File: config.mk
export PLATFORM = sky130hd
export DESIGN_NAME = mem_port_arbiter
export DESIGN_NICKNAME = d
export VERILOG_FILES = /design/src/rtl/mem_arb_pkg.sv /design/src/rtl/mem_wait_timer.sv /design/src/rtl/mem_port_arbiter.sv
export SDC_FILE = /design/constraint.sdc
export NUM_CORES = 1
export LEC_CHECK = 0
export CAP_MARGIN = 25
export CORE_MARGIN = 10
export CORE_UTILIZATION = 42
export DETAILED_ROUTE_END_ITERATION = 10
export GPL_TIMING_DRIVEN = 0
export PLACE_DENSITY = 0.82
export SYNTH_ARGS = -nofsm -noshare
export SYNTH_HDL_FRONTEND = slang
export SYNTH_SLANG_ARGS = --single-unit
File: constraint.sdc
create_clock -name CLK -period 1.9 [get_ports CLK]
set_input_delay 0.285 -clock CLK [delete_from_list [all_inputs] [get_ports CLK]]
set_output_delay 0.285 -clock CLK [all_outputs]
set_load 0.005 [all_outputs]
File: src/rtl/mem_arb_pkg.sv
// Shared types and constants for the two-port memory arbiter.
package mem_arb_pkg;

   localparam int WORD_W   = 16;
   localparam int WAIT_W   = 3;
   localparam int STARVE_W = 4;

   typedef enum logic [1:0] {
      ST_IDLE   = 2'd0,
      ST_ACCESS = 2'd1,
      ST_DONE   = 2'd2
   } arb_state_e;

   typedef logic [1:0] grant_t;

   localparam grant_t GRANT_NONE = 2'd0;
   localparam grant_t GRANT_CPU  = 2'd1;
   localparam grant_t GRANT_DMA  = 2'd2;

endpackage

File: src/rtl/mem_wait_timer.sv
// Loadable wait-state down-counter; tc is high while the count sits at zero.
module mem_wait_timer
   import mem_arb_pkg::*;
(
   input  logic              clk_sys,
   input  logic              rst_b,
   input  logic              load,
   input  logic [WAIT_W-1:0] load_val,
   input  logic              dec,
   output logic              tc
);

   logic [WAIT_W-1:0] count_q, count_d;

   assign tc = (count_q == '0);

   // Holds at zero rather than wrapping.
   always_comb begin
      count_d = count_q;
      if (load) begin
         count_d = load_val;
      end else if (dec && !tc) begin
         count_d = count_q - 1'b1;
      end
   end

   always_ff @(posedge clk_sys or negedge rst_b) begin
      if (!rst_b) begin
         count_q <= '0;
      end else begin
         count_q <= count_d;
      end
   end

endmodule

File: src/rtl/mem_port_arbiter.sv
// CPU/DMA single-port memory arbiter with wait states.
// Optional DMA starvation guard enabled by defining MEM_ARB_STARVE_GUARD_EN.
//
// state     | meaning
// ST_IDLE   | no owner; arbitrate among pending requests
// ST_ACCESS | memory enabled for WAIT_STATES+1 cycles for the granted port
// ST_DONE   | one-cycle Ready pulse to the granted port
module mem_port_arbiter
   import mem_arb_pkg::*;
#(
   parameter int unsigned WAIT_STATES  = 1,
   parameter int unsigned STARVE_LIMIT = 4
) (
   input  logic              CLK,
   input  logic              Reset,
   input  logic              CpuReq,
   input  logic              CpuWE,
   input  logic [WORD_W-1:0] CpuAddr,
   input  logic [WORD_W-1:0] CpuWData,
   output logic [WORD_W-1:0] CpuRData,
   output logic              CpuReady,
   input  logic              DmaReq,
   input  logic              DmaWE,
   input  logic [WORD_W-1:0] DmaAddr,
   input  logic [WORD_W-1:0] DmaWData,
   output logic [WORD_W-1:0] DmaRData,
   output logic              DmaReady,
   output logic              MemEn,
   output logic              MemWE,
   output logic [WORD_W-1:0] MemAddr,
   output logic [WORD_W-1:0] MemWData,
   input  logic [WORD_W-1:0] MemRData,
   output logic [1:0]        Grant
);

   if (WAIT_STATES > 7) begin : g_bad_wait
      $error("WAIT_STATES must be 0..7");
   end
   if (STARVE_LIMIT < 1 || STARVE_LIMIT > 15) begin : g_bad_starve
      $error("STARVE_LIMIT must be 1..15");
   end

   arb_state_e        state_q, state_d;
   grant_t            grant_q, grant_d;
   logic              we_q, we_d;
   logic [WORD_W-1:0] addr_q, addr_d;
   logic [WORD_W-1:0] wdata_q, wdata_d;
   logic [WORD_W-1:0] cpu_rdata_q, cpu_rdata_d;
   logic [WORD_W-1:0] dma_rdata_q, dma_rdata_d;
   logic              tmr_dec, tmr_tc;
   logic              cpu_win, dma_win, dma_force;

   assign cpu_win = (state_q == ST_IDLE) && CpuReq && !(DmaReq && dma_force);
   assign dma_win = (state_q == ST_IDLE) && DmaReq && !cpu_win;
   assign tmr_dec = (state_q == ST_ACCESS);

   mem_wait_timer u_wait_timer (
      .clk_sys  (CLK),
      .rst_b    (Reset),
      .load     (cpu_win || dma_win),
      .load_val (WAIT_W'(WAIT_STATES)),
      .dec      (tmr_dec),
      .tc       (tmr_tc)
   );

`ifdef MEM_ARB_STARVE_GUARD_EN
   logic [STARVE_W-1:0] starve_q, starve_d;

   assign dma_force = (starve_q == STARVE_W'(STARVE_LIMIT));

   // Counts CPU wins that left a DMA request waiting.
   always_comb begin
      starve_d = starve_q;
      if (state_q == ST_IDLE) begin
         if (!DmaReq || dma_win) begin
            starve_d = '0;
         end else if (cpu_win) begin
            starve_d = starve_q + 4'd1;
         end
      end
   end

   always_ff @(posedge CLK or negedge Reset) begin
      if (!Reset) begin
         starve_q <= '0;
      end else begin
         starve_q <= starve_d;
      end
   end
`else
   assign dma_force = 1'b0;
`endif

   always_comb begin
      state_d     = state_q;
      grant_d     = grant_q;
      we_d        = we_q;
      addr_d      = addr_q;
      wdata_d     = wdata_q;
      cpu_rdata_d = cpu_rdata_q;
      dma_rdata_d = dma_rdata_q;
      case (state_q)
         ST_IDLE: begin
            if (cpu_win) begin
               state_d = ST_ACCESS;
               grant_d = GRANT_CPU;
               we_d    = CpuWE;
               addr_d  = CpuAddr;
               wdata_d = CpuWData;
            end else if (dma_win) begin
               state_d = ST_ACCESS;
               grant_d = GRANT_DMA;
               we_d    = DmaWE;
               addr_d  = DmaAddr;
               wdata_d = DmaWData;
            end
         end
         ST_ACCESS: begin
            if (tmr_tc) begin
               state_d = ST_DONE;
               if (!we_q && grant_q == GRANT_CPU) cpu_rdata_d = MemRData;
               if (!we_q && grant_q == GRANT_DMA) dma_rdata_d = MemRData;
            end
         end
         ST_DONE: begin
            state_d = ST_IDLE;
            grant_d = GRANT_NONE;
         end
         default: begin
            state_d = ST_IDLE;
            grant_d = GRANT_NONE;
         end
      endcase
   end

   always_ff @(posedge CLK or negedge Reset) begin
      if (!Reset) begin
         state_q     <= ST_IDLE;
         grant_q     <= GRANT_NONE;
         we_q        <= 1'b0;
         addr_q      <= '0;
         wdata_q     <= '0;
         cpu_rdata_q <= '0;
         dma_rdata_q <= '0;
      end else begin
         state_q     <= state_d;
         grant_q     <= grant_d;
         we_q        <= we_d;
         addr_q      <= addr_d;
         wdata_q     <= wdata_d;
         cpu_rdata_q <= cpu_rdata_d;
         dma_rdata_q <= dma_rdata_d;
      end
   end

   assign MemEn    = (state_q == ST_ACCESS);
   assign MemWE    = MemEn && tmr_tc && we_q;
   assign MemAddr  = addr_q;
   assign MemWData = wdata_q;
   assign CpuRData = cpu_rdata_q;
   assign DmaRData = dma_rdata_q;
   assign CpuReady = (state_q == ST_DONE) && (grant_q == GRANT_CPU);
   assign DmaReady = (state_q == ST_DONE) && (grant_q == GRANT_DMA);
   assign Grant    = grant_q;

endmodule
[After elaboration in Yosys (flattened, before gate mapping)]
Index checks and enable logic that the tools add are counted.
W data, S select, Z words.
Cells by class
  $add $sub $neg: 1
  multiply operators: 0
  div/mod/pow operators: 0
  magnitude comparators: 0
  eq/ne operators: 6
  shift operators: 0
  multiplexer cells: 15
  bitwise logic cells: 1
  reduce and logical (&&, ||, !) cells: 23
Operators by type and width (count)
  $mux W16: 4
  $logic_and A1 B1 Y1: 10
  $mux W2: 5
  $pmux W2 S2: 2
  $mux W3: 2
  $reduce_and A2 Y1: 3
  $reduce_and A3 Y1: 2
  $eq A2 B1 Y1 const B: 2
  $eq A2 B2 Y1 const B: 2
  $reduce_bool A2 Y1: 2
  $logic_not A1 Y1: 3
  $logic_not A3 Y1: 1
  $ne A3 B3 Y1 const B: 1
  $sub A3 B1 Y3 const B: 1
  $logic_not A2 Y1: 1
  $mux W1: 2
  $ne A2 B1 Y1 const B: 1
  $logic_or A1 B1 Y1: 1
  $not A1 Y1: 1
Word-level totals
  register bits after elaboration: 72
  bits in latches: 0
  bits in writable memories: 0
  memory bits (read-only): 0
  input bits: 86
  output and inout bits: 70
  logic and storage cells: 54
  memories kept: 0

[Depth between registers and ports, before layout]
Gate-level depths: netlist (run 1).
  depth after elaboration: 7
  mapped depth: 7
  gate-level depth less buffers: 6

[Cells and area by module]
A second synthesis (run 1) with hierarchy kept.
Second synthesis, totals
  cells, all modules: 300
  area, all modules: 3488.3 sq um
By module, submodules not included
  mem_port_arbiter: instances 1, cells an instance 281, area an instance 3293.2 sq um, seq. area each 1726.7 sq um
  mem_wait_timer: instances 1, cells an instance 19, area an instance 195.2 sq um, seq. area each 75.1 sq um

[Worst setup path before layout (run 1)]
OpenSTA, ideal clock, no wires.
  kind: flip-flop to flip-flop
  start point: register u_wait_timer.count_q[0]
  end point: register cpu_rdata_q[0] (netlist: CpuRData[0])
  setup time: 0.125 ns
  data arrival time: 1.573 ns
  required time: 1.775 ns
  slack: 0.201 ns
  cell stages (with the launch flop): 8
  path buffers: 1
  clock period less this slack: 1.699 ns
  path through: dfrtp_1 -> inv_1 -> ha_1 -> ha_1 -> and4bb_4 -> nand3_4 -> buf_6 -> mux2_4
On the way
  word-level cells in the longest chain between the ends: 2
Ends and longest elaborated chain
  from (decl): line mem_wait_timer.sv:13  | logic [WAIT_W-1:0] count_q, count_d;
  from (signal assigned): line mem_wait_timer.sv:31  | count_q <= count_d;
  $logic_not A3 Y1: line mem_wait_timer.sv:15  | assign tc = (count_q == '0);
  $reduce_and A3 Y1 (no line)
  to (signal assigned): line mem_port_arbiter.sv:151  | cpu_rdata_q <= cpu_rdata_d;
  to (decl): line mem_port_arbiter.sv:48  | logic [WORD_W-1:0] cpu_rdata_q, cpu_rdata_d;
Every way passes these cells.
A chain may end at the register's enable or synchronous reset.

[Final worst setup path (run 1)]
  start point: register u_wait_timer.count_q[0]
  end point: output MemWE
On the way
  word-level cells in the longest chain between the ends: 3
Ends and longest elaborated chain
  $logic_not A3 Y1: line mem_wait_timer.sv:15
  $logic_and A1 B1 Y1 (2 in a row): line mem_port_arbiter.sv:157  | assign MemWE = MemEn && tmr_tc && we_q;
  to (decl): line mem_port_arbiter.sv:29  | output logic MemWE,
Every way passes these cells.

==> flow_summary.toml, run 1 <==
[outcome]
outcome = "finished, final reports clean"

[clock_network]
clk_latency_ns = 0.34
clk_pin_slew_worst_paths_ns = 0.08
h-tree-depth = 3
cts_sinks = 72
cts_buffers = 9
cts_tree = "done"
cts-root-buf = "clkbuf_8"
clock_path_buffers = 2

[worst_setup_path]
worstPathMaxFanout = 4
path_cells = "inv_1, ha_1, ha_2, and3_1, clkdlybuf4s15_1"
crit_path_end_kind = "primary output"
slowest_delay_ns = 0.40
worstPathArrival_ns = 1.53
critPathKind = "reg -> out"
critPathBufInv = 2
cpMaxStageDelayCell = "dfrtp_1"
crit_family = "flip-flops"
start_kind = "flop"
critPathRequiredTime_ns = 1.62

[run]
drv_cap = 0

[timing]
clock.fmax_ghz = 0.552
slew_viol_final = 0
period_share = 0.954
hold_violations = 0
holdWs_ns = 0.305
rsz0062_at_grt = "yes"
skew_ns = 0.0146
relSlewSlack = 0.655
fin_ws_ns = 0.0878
tightestPinTransition_ns = 0.517
setup_viol = 0
final.min_clock_period_ns = 1.81

[logic_synthesis]
synth-compound-area-share = 0.190
yosysUniqueCellTypes = 29
synth-simple-area-share = 0.107
synth_seq_cells = 72
yosysWarningCount = 0
async_flop_share = 1.00
synth-seq-area-share = 0.524
mappedNetlistNets = 382
synthAdderAreaFrac = 0.00728
synth_mux_area_frac = 0.127
avgSynthCellArea_um2 = 11.7
synth_top_family_by_area = "compound AO/OA/AOI/OAI gates"
ys.flop_type = "dfrtp_1"
post_synth_xor_area_fraction = 0.00255
syn_inst = 294
netlist_area_um2 = 3440
synth_edf_count = 0

[power]
sw_frac_of_total = 0.327
power_frac_clock = 0.163
pwr-share-seq = 0.340
power_density_nw_per_um2 = 1550
p_int_mw = 5.66
p_leak_nw = 2.27
switching_power_mw = 2.75
peakVddDrop_mv = 0.755
combPwrFrac = 0.497

[global_routing]
first_global_vias = 3209
grt_max_degree = 63
antenna_found_initial = 0
track_usage = 0.182
grt_overflow = 0
grt_pass1_wl_um = 18400

[placed_design]
dpl.hpwl_um = 8660
dp_slack_ns = -0.161
gp_congestion = 0.767
io_buffer_count = 154

[drt]
vias = 3098
wl_per_cell_um = 20.4
antenna_left = 0
first_iter_violations = 161
viasPerCell = 5.41
firstDrtPassIters = 4
wl_um = 11700
drc = 0

[floorplan]
start_util = 0.438
die_area_um2 = 12200
die_h_um = 110
boundaryPins = 156
core_um2 = 7850
die_w_um = 110
num_rows = 32

[final_layout]
fin_nets = 554
syn2layout_area_growth_pct = 57.9
diodes = 0
final_common_cell = "clkdlybuf4s50_1"
final_cell_mix = "clkdlybuf4s50_1, dfrtp_1, o21ai_0, nor2b_1"
drive_gt1_frac = 0.163

[hold_path]
holdCritPathClass = "in -> async"
-- registers in the layout (all words and copies together), names as in the netlist --
| name | count |
|---|---|
| MemAddr | 16 |
| MemWData | 16 |
| Grant | 2 |
| u_wait_timer.count_q | 3 |
| DmaRData | 16 |
| state_q | 2 |
| CpuRData | 16 |
| we_q | 1 |
-- Yosys cell counts (2+ instances only) --
library cell,number,area [µm²]
a211oi_1,3,22.5
o21ai_0,34,170
buf_2,9,45.0
clkbuf_1,12,45.0
nor2_1,6,22.5
a22oi_1,33,248
inv_1,4,15.0
a31oi_1,33,206
ha_1,2,25.0
buf_6,3,33.8
mux2_2,12,135
dfrtp_1,72,1800
nor2b_1,35,219
mux2_4,20,300
nand2b_1,2,12.5
-- power groups by stage --
stage	clock [mW]	combinational (mW)	sequential, mW
final	1.37	4.18	2.86
after global routing	1.46	4.53	2.96
after CTS	1.40	4.21	2.85
after detailed placement	0	4.18	2.87
after global placement	0	4.07	2.81
after floorplan	0	1.88	2.86
-- cell families (layout without fill, tap and decap cells) --
kind of cell,Yosys count,after routing
AO/OA/AOI/OAI,104,104
XOR/XNOR,1,1
buffers and inverters,29,206
AND/OR/NAND/NOR,54,54
multiplexers,32,32
adder cells (fa/ha/maj),2,2
flip-flops,72,72
-- stage by stage --
| stage | TNS [ns] | instances | utilization | cell area [µm²] | total power, mW |
|---|---|---|---|---|---|
| after floorplan | 0 | 294 | - | 3440 | 4.74 |
| after global placement | -146.24 | 550 | 0.651 | 5110 | 6.88 |
| after detailed placement | -2.99 | 551 | 0.654 | 5130 | 7.05 |
| after CTS | 0 | 568 | 0.684 | 5370 | 8.46 |
| after global routing | -0.00317 | 573 | 0.692 | 5430 | 8.95 |
| final | 0 | 573 | 0.692 | 5430 | 8.41 |
-- layer usage --
| layer | global-route usage | up-vias | routed length (µm) |
|---|---|---|---|
| met5 | 0 | - | 0 |
| met4 | 0.0656 | 0 | 261 |
| met2 | 0.313 | 114 | 6100 |
| met1 | 0.217 | 1540 | 4760 |
| li1 | - | 1428 | - |
| met3 | 0.0389 | 16 | 585 |
-- final timing paths --
check	start	endpoint	slack [ns]	cells after the start
setup / recovery	u_wait_timer.count_q[0]$_DFFE_PN0P_	MemWE	0.09	5
hold / removal	Reset	DmaRData[7]$_DFFE_PN0P_	0.31	2
setup reg to reg	u_wait_timer.count_q[0]$_DFFE_PN0P_	DmaRData[13]$_DFFE_PN0P_	0.09	7
hold reg to reg	DmaRData[15]$_DFFE_PN0P_	DmaRData[15]$_DFFE_PN0P_	0.51	1
max in group asynchronous	Reset	u_wait_timer.count_q[2]$_DFFE_PN0P_	1.04	3
min in group CLK	CpuReq	MemWData[2]$_DFFE_PN0P_	0.31	2
-- what timing repair did --
action | 4_1_cts | 5_1_grt
pin swaps | 0 | 0
hold endpoints to repair | 10 | 0
hold buffers | 1 | 0
resized for setup | 4 | 9
setup buffers | 0 | 5
endpoints found under the setup margin | 4 | 27
-- final cells by class --
cell class | count | area, µm²
clock inverters | 7 | 101
repair buffers | 161 | 1610
flip-flops and latches | 72 | 1800
well taps | 102 | 128
multi-input cells | 193 | 1500
plain buffers | 25 | 145
inverters | 4 | 15.0
clock buffers | 9 | 124
fillers | 610 | 2420
No activity file was read; power rests on OpenSTA's default activity.
==> run 2, diff against run 1 <==
--- a/config.mk
+++ b/config.mk
@@ -10,6 +10,7 @@
 export CORE_UTILIZATION = 42
 export DETAILED_ROUTE_END_ITERATION = 10
 export GPL_TIMING_DRIVEN = 0
+export MAX_ROUTING_LAYER = met4
 export PLACE_DENSITY = 0.82
 export SYNTH_ARGS = -nofsm -noshare
 export SYNTH_HDL_FRONTEND = slang
==> run 2 against run 1 <==
First-iteration DRC count rose by 2.5%. Via count is 0.65% higher. Clock-buffer cell count did not move. Global-route usage grew 0.52 points. Final cell count unchanged. Combinational power barely moved. Clock skew increased by 0.0014 ns. Largest power group unchanged. Core utilization stayed put. Register-to-register slack about the same. Fmax increased by 0.29%.
==> flow_summary.toml, run 2 (synthesis gave the netlist of run 1 again) <==
[timing]
timing.setup.tns_ns = 0
final.min_clock_period_ns = 1.81
clock.fmax_ghz = 0.553
rsz0062_at_grt = "yes"
holdWs_ns = 0.295
tightestPinTransition_ns = 0.516
skew_ns = 0.0160
period_share = 0.951
hold_violations = 0
fin_ws_ns = 0.0930
relSlewSlack = 0.656
setup_viol = 0
slew_viol_final = 0

[power]
p_leak_nw = 2.27
p_total_mw = 8.40
power_frac_clock = 0.163
power_density_nw_per_um2 = 1550
peakVddDrop_mv = 0.754
pwr-share-seq = 0.341
switching_power_mw = 2.74
combPwrFrac = 0.497
p_int_mw = 5.66
sw_frac_of_total = 0.326

[final_layout]
syn2layout_area_growth_pct = 57.9
regArea_um2 = 1800
final_common_cell = "clkdlybuf4s50_1"
postLayoutCellArea_um2 = 5430
multiInputGateArea_um2 = 1500
n_fill_cell = 610
fin_nets = 554
final_cells = 573
diodes = 0
postLayoutCoreUtil = 0.692
drive_gt1_frac = 0.163
final_cell_mix = "clkdlybuf4s50_1, dfrtp_1, o21ai_0, nor2b_1"

[run]
drv_cap = 0

[floorplan]
die_h_um = 110
num_rows = 32
die_w_um = 110
core_um2 = 7850
start_util = 0.438
die_area_um2 = 12200
boundaryPins = 156

[placed_design]
postPlaceCellArea_um2 = 5130
gp_congestion = 0.777
io_buffer_count = 154
dpl.hpwl_um = 8660
dp_slack_ns = -0.161
dp_cells = 551

[worst_setup_path]
start_kind = "flop"
critPathRequiredTime_ns = 2.13
worstSetupStartpoint = "u_wait_timer.count_q[0]$_DFFE_PN0P_"
r2r_cells = 7
critPathKind = "reg -> reg"
crit_path_end_kind = "flop"
worstPathArrival_ns = 2.04
worstPathMaxFanout = 10
r2r_start = "u_wait_timer.count_q[0]$_DFFE_PN0P_"

[clock_network]
clk_pin_slew_worst_paths_ns = 0.08
cts_buffers = 9
clk_latency_ns = 0.34
cts_sinks = 72
cts-root-buf = "clkbuf_8"
cts_tree = "done"
clock_path_buffers = 2
h-tree-depth = 3

[drt]
firstDrtPassIters = 4
wl_per_cell_um = 20.3
drc = 0
first_iter_violations = 165
vias = 3118
wl_um = 11700
antenna_left = 0
viasPerCell = 5.44

[hold_path]
holdCritStartpoint = "CpuReq"
holdCritPathClass = "in -> reg"
hold_depth = 2

[global_routing]
antenna_found_initial = 0
first_global_vias = 3214
grt_overflow = 0
grt_max_degree = 63
grt_pass1_wl_um = 18400
track_usage = 0.187

[outcome]
outcome = "finished, final reports clean"
-- run 2: cell counts in the layout (fill, tap and decap cells not counted) --
Identical to the previous run, type by type.
-- run 2: per-layer routing --
metal / up-vias / routed length, µm / part of all wire / global-route usage
li1: 1429 / - / - / -
met1: 1556 / 4780 / 0.41 / 0.221
met2: 117 / 6080 / 0.52 / 0.313
met3: 16 / 553 / 0.047 / 0.0340
met4: 0 / 248 / 0.021 / 0.0656
met5: - / 0 / 0 / -
-- run 2: worst max-delay path: stages (launching register included) --
cell      delay, ns
dfrtp_1        0.40
inv_1          0.06
ha_1           0.15
ha_2           0.20
and4bb_4       0.28
nand3b_4       0.12
buf_8          0.18
mux2_4         0.30
-- run 2: final cells by class --
cell class	instances	share of cell area
plain buffers	25	0.0267
repair buffers	161	0.297
clock buffers	9	0.0228
flip-flops and latches	72	0.332
well taps	102	0.0235
inverters	4	0.00277
multi-input cells	193	0.276
clock inverters	7	0.0187
-- run 2: repair_timing --
| item | in CTS | in global routing |
|---|---|---|
| setup buffers | 0 | 5 |
| endpoints found under the setup margin | 4 | 27 |
| cloned | 0 | 0 |
| resized for setup | 4 | 9 |
| hold buffers | 1 | 0 |
| hold endpoints to repair | 10 | 0 |
-- run 2: path summary, 6_finish.rpt --
path / endpoint / slack [ns]
max: DmaRData[11]$_DFFE_PN0P_ / 0.09
min: MemWData[2]$_DFFE_PN0P_ / 0.29
max reg2reg: DmaRData[11]$_DFFE_PN0P_ / 0.09
max in group asynchronous: MemAddr[9]$_DFFE_PN0P_ / 1.04
min reg2reg: DmaRData[15]$_DFFE_PN0P_ / 0.51
min in group asynchronous: DmaRData[7]$_DFFE_PN0P_ / 0.32
-- run 2: power groups by stage --
| stage | Combinational (mW) | Clock, mW | Sequential [mW] |
|---|---|---|---|
| 2_1_floorplan | 1.88 | 0 | 2.86 |
| 3_3_place_gp | 4.07 | 0 | 2.81 |
| 3_5_place_dp | 4.18 | 0 | 2.87 |
| 4_1_cts | 4.21 | 1.40 | 2.85 |
| 5_1_grt | 4.53 | 1.46 | 2.96 |
| 6_report | 4.17 | 1.37 | 2.87 |
==> run 3, diff against run 2 <==
--- a/config.mk
+++ b/config.mk
@@ -7,11 +7,11 @@
 export LEC_CHECK = 0
 export CAP_MARGIN = 25
 export CORE_MARGIN = 10
-export CORE_UTILIZATION = 42
+export CORE_UTILIZATION = 38
 export DETAILED_ROUTE_END_ITERATION = 10
 export GPL_TIMING_DRIVEN = 0
 export MAX_ROUTING_LAYER = met4
-export PLACE_DENSITY = 0.82
+export PLACE_DENSITY = 0.78
 export SYNTH_ARGS = -nofsm -noshare
 export SYNTH_HDL_FRONTEND = slang
 export SYNTH_SLANG_ARGS = --single-unit
==> constraint.sdc (replaced) <==
create_clock -name CLK -period 1.55 [get_ports CLK]
set_input_delay 0.2325 -clock CLK [delete_from_list [all_inputs] [get_ports CLK]]
set_output_delay 0.2325 -clock CLK [all_outputs]
set_load 0.005 [all_outputs]
==> run 3 against run 2 <==
Global-route usage down 1.1 points. Critical path depth unchanged. Clock skew down 0.0077 ns. Critical path type unchanged. Die area grew 8.6%. Clock power increased by 9%. Final area up 1.0%. First-iteration DRC count increased by 21%. The run now ends with setup timing left.
==> flow_summary.toml, run 3 (synthesis gave the netlist of run 1 again) <==
[outcome]
outcome = "complete, but fails checks"
violations = "setup timing"

[clock_network]
cts-root-buf = "clkbuf_8"
clk_pin_slew_worst_paths_ns = 0.07
cts_buffers = 9
cts_tree = "done"
cts_sinks = 72
clock_path_buffers = 2
h-tree-depth = 3
clk_latency_ns = 0.34

[floorplan]
die_area_um2 = 13300
boundaryPins = 156
die_h_um = 115
core_um2 = 8760
start_util = 0.392
num_rows = 34
die_w_um = 115

[global_routing]
antenna_found_initial = 0
grt_pass1_wl_um = 18100
grt_max_degree = 60
grt_overflow = 0
first_global_vias = 3321
track_usage = 0.176

[power]
peakVddDrop_mv = 0.775
p_leak_nw = 2.30
power_density_nw_per_um2 = 1880

[timing]
final.min_clock_period_ns = 1.75
tightestPinTransition_ns = 0.509
relSlewSlack = 0.661
setup_viol = 34
skew_ns = 0.00825
slew_viol_final = 0
clock.fmax_ghz = 0.572
rsz0062_at_grt = "yes"
period_share = 1.13
hold_violations = 0
fin_ws_ns = -0.200

[worst_setup_path]
critPathBufInv = 2
r2r_start = "u_wait_timer.count_q[0]$_DFFE_PN0P_"
critPathRequiredTime_ns = 1.77
regToRegEndpoint = "CpuRData[2]$_DFFE_PN0P_"
worstPathMaxFanout = 10
worstPathArrival_ns = 1.97
cpMaxStageDelayCell = "dfrtp_1"
slowest_delay_ns = 0.40
reg2reg_slack_ns = -0.20
crit_family = "flip-flops"
crit_path_end_kind = "flop"
path_cells = "inv_1, ha_2, ha_4, and4bb_4, nand3_4, buf_12, mux2_4"
start_kind = "flop"
critPathKind = "reg -> reg"
r2r_cells = 7

[final_layout]
fin_nets = 552
diodes = 0
n_fill_cell = 715
postLayoutCoreUtil = 0.626
final_cell_mix = "clkdlybuf4s50_1, dfrtp_1, o21ai_0, nor2b_1, a31oi_1"
drive_gt1_frac = 0.196
syn2layout_area_growth_pct = 59.5
final_common_cell = "clkdlybuf4s50_1"

[hold_path]
holdPathEnd = "MemWData[2]$_DFFE_PN0P_"
hold_depth = 2
holdCritPathClass = "in -> reg"
holdCritStartpoint = "CpuReq"

[placed_design]
io_buffer_count = 154
gp_congestion = 0.800
dpl.hpwl_um = 8570
dp_slack_ns = -0.610

[run]
drv_cap = 0

[drt]
vias = 3057
antenna_left = 0
viasPerCell = 5.30
first_iter_violations = 199
wl_per_cell_um = 20.0
drc = 0
firstDrtPassIters = 4
wl_um = 11500
[run 3: changes by cell type in the layout (fill, tap and decap cells not counted), sizes merged]
| cell | change |
|---|---|
| buf | +1 |
| clkinv | +3 |
| inv | -3 |
| bufinv | -1 |
| clkinvlp | -1 |
| clkbuf | +2 |
| clkdlybuf4s50 | -3 |
[run 3: final cells by class]
type	count	area, µm²	share of cell area
tap	108	135	0.0246
buffer	24	176	0.0322
timing repair buffer	160	1610	0.293
clock buffer	11	141	0.0258
multi-input combinational	193	1550	0.283
clock inverter	5	56.3	0.0103
sequential	72	1800	0.329
inverter	4	15.0	0.00274
[run 3: worst max-delay path by stage]
stage | from | endpoint | slack [ns] | cells past startpoint
CTS | u_wait_timer.count_q[0]$_DFFE_PN0P_ | CpuRData[9]$_DFFE_PN0P_ | -0.21 | 7
finish | u_wait_timer.count_q[0]$_DFFE_PN0P_ | CpuRData[2]$_DFFE_PN0P_ | -0.20 | 7
global route | u_wait_timer.count_q[0]$_DFFE_PN0P_ | CpuRData[2]$_DFFE_PN0P_ | -0.26 | 7
global placement | Reset | MemAddr[10]$_DFFE_PN0P_ | -2.28 | 1
detailed placement | DmaReq | MemAddr[5]$_DFFE_PN0P_ | -0.61 | 5
floorplan | u_wait_timer.count_q[0]$_DFFE_PN0P_ | CpuRData[0]$_DFFE_PN0P_ | -0.15 | 7
[run 3: power by group]
part	total [mW]	switching, mW	leakage, nW	internal, mW
Combinational	5.29	1.98	1.35	3.31
Clock	1.49	0.703	0.0993	0.786
Sequential	3.52	0.658	0.850	2.86
Total	10.3	3.34	2.30	6.96
[run 3: stage by stage]
stage	std cells	hold slack, ns	power, mW	TNS, ns	cell area [µm²]
after CTS	575	0.244	10.3	-6.46	5420
after global placement	556	0.488	8.46	-184.55	5130
after global routing	577	0.270	11.1	-7.98	5490
final	577	0.248	10.3	-5.53	5490
after floorplan	294	-0.0631	5.84	-2.89	3460
after detailed placement	557	0.108	8.66	-22.81	5160
[run 3: repair_timing]
action / 4_1_cts / 5_1_grt
endpoints found under the setup margin: 72 / 63
endpoints found under the hold margin: 13 / 0
buffers inserted: 2 / 2
resized for setup: 35 / 22
hold buffers: 1 / 0
pin swaps: 1 / 0
[run 3: metal layers]
metal | track usage | wire [µm]
met2 | 0.263 | 5180
met1 | 0.228 | 5220
met4 | 0.0479 | 93
met5 | - | 0
met3 | 0.0490 | 1030
[run 3: worst reg2reg max path, cell delays in order (launching register included)]
cell and delay, ns:
dfrtp_1 0.40, inv_1 0.06, ha_2 0.18, ha_4 0.14, and4bb_4 0.28, nand3_4 0.10, buf_12 0.17, mux2_4 0.31
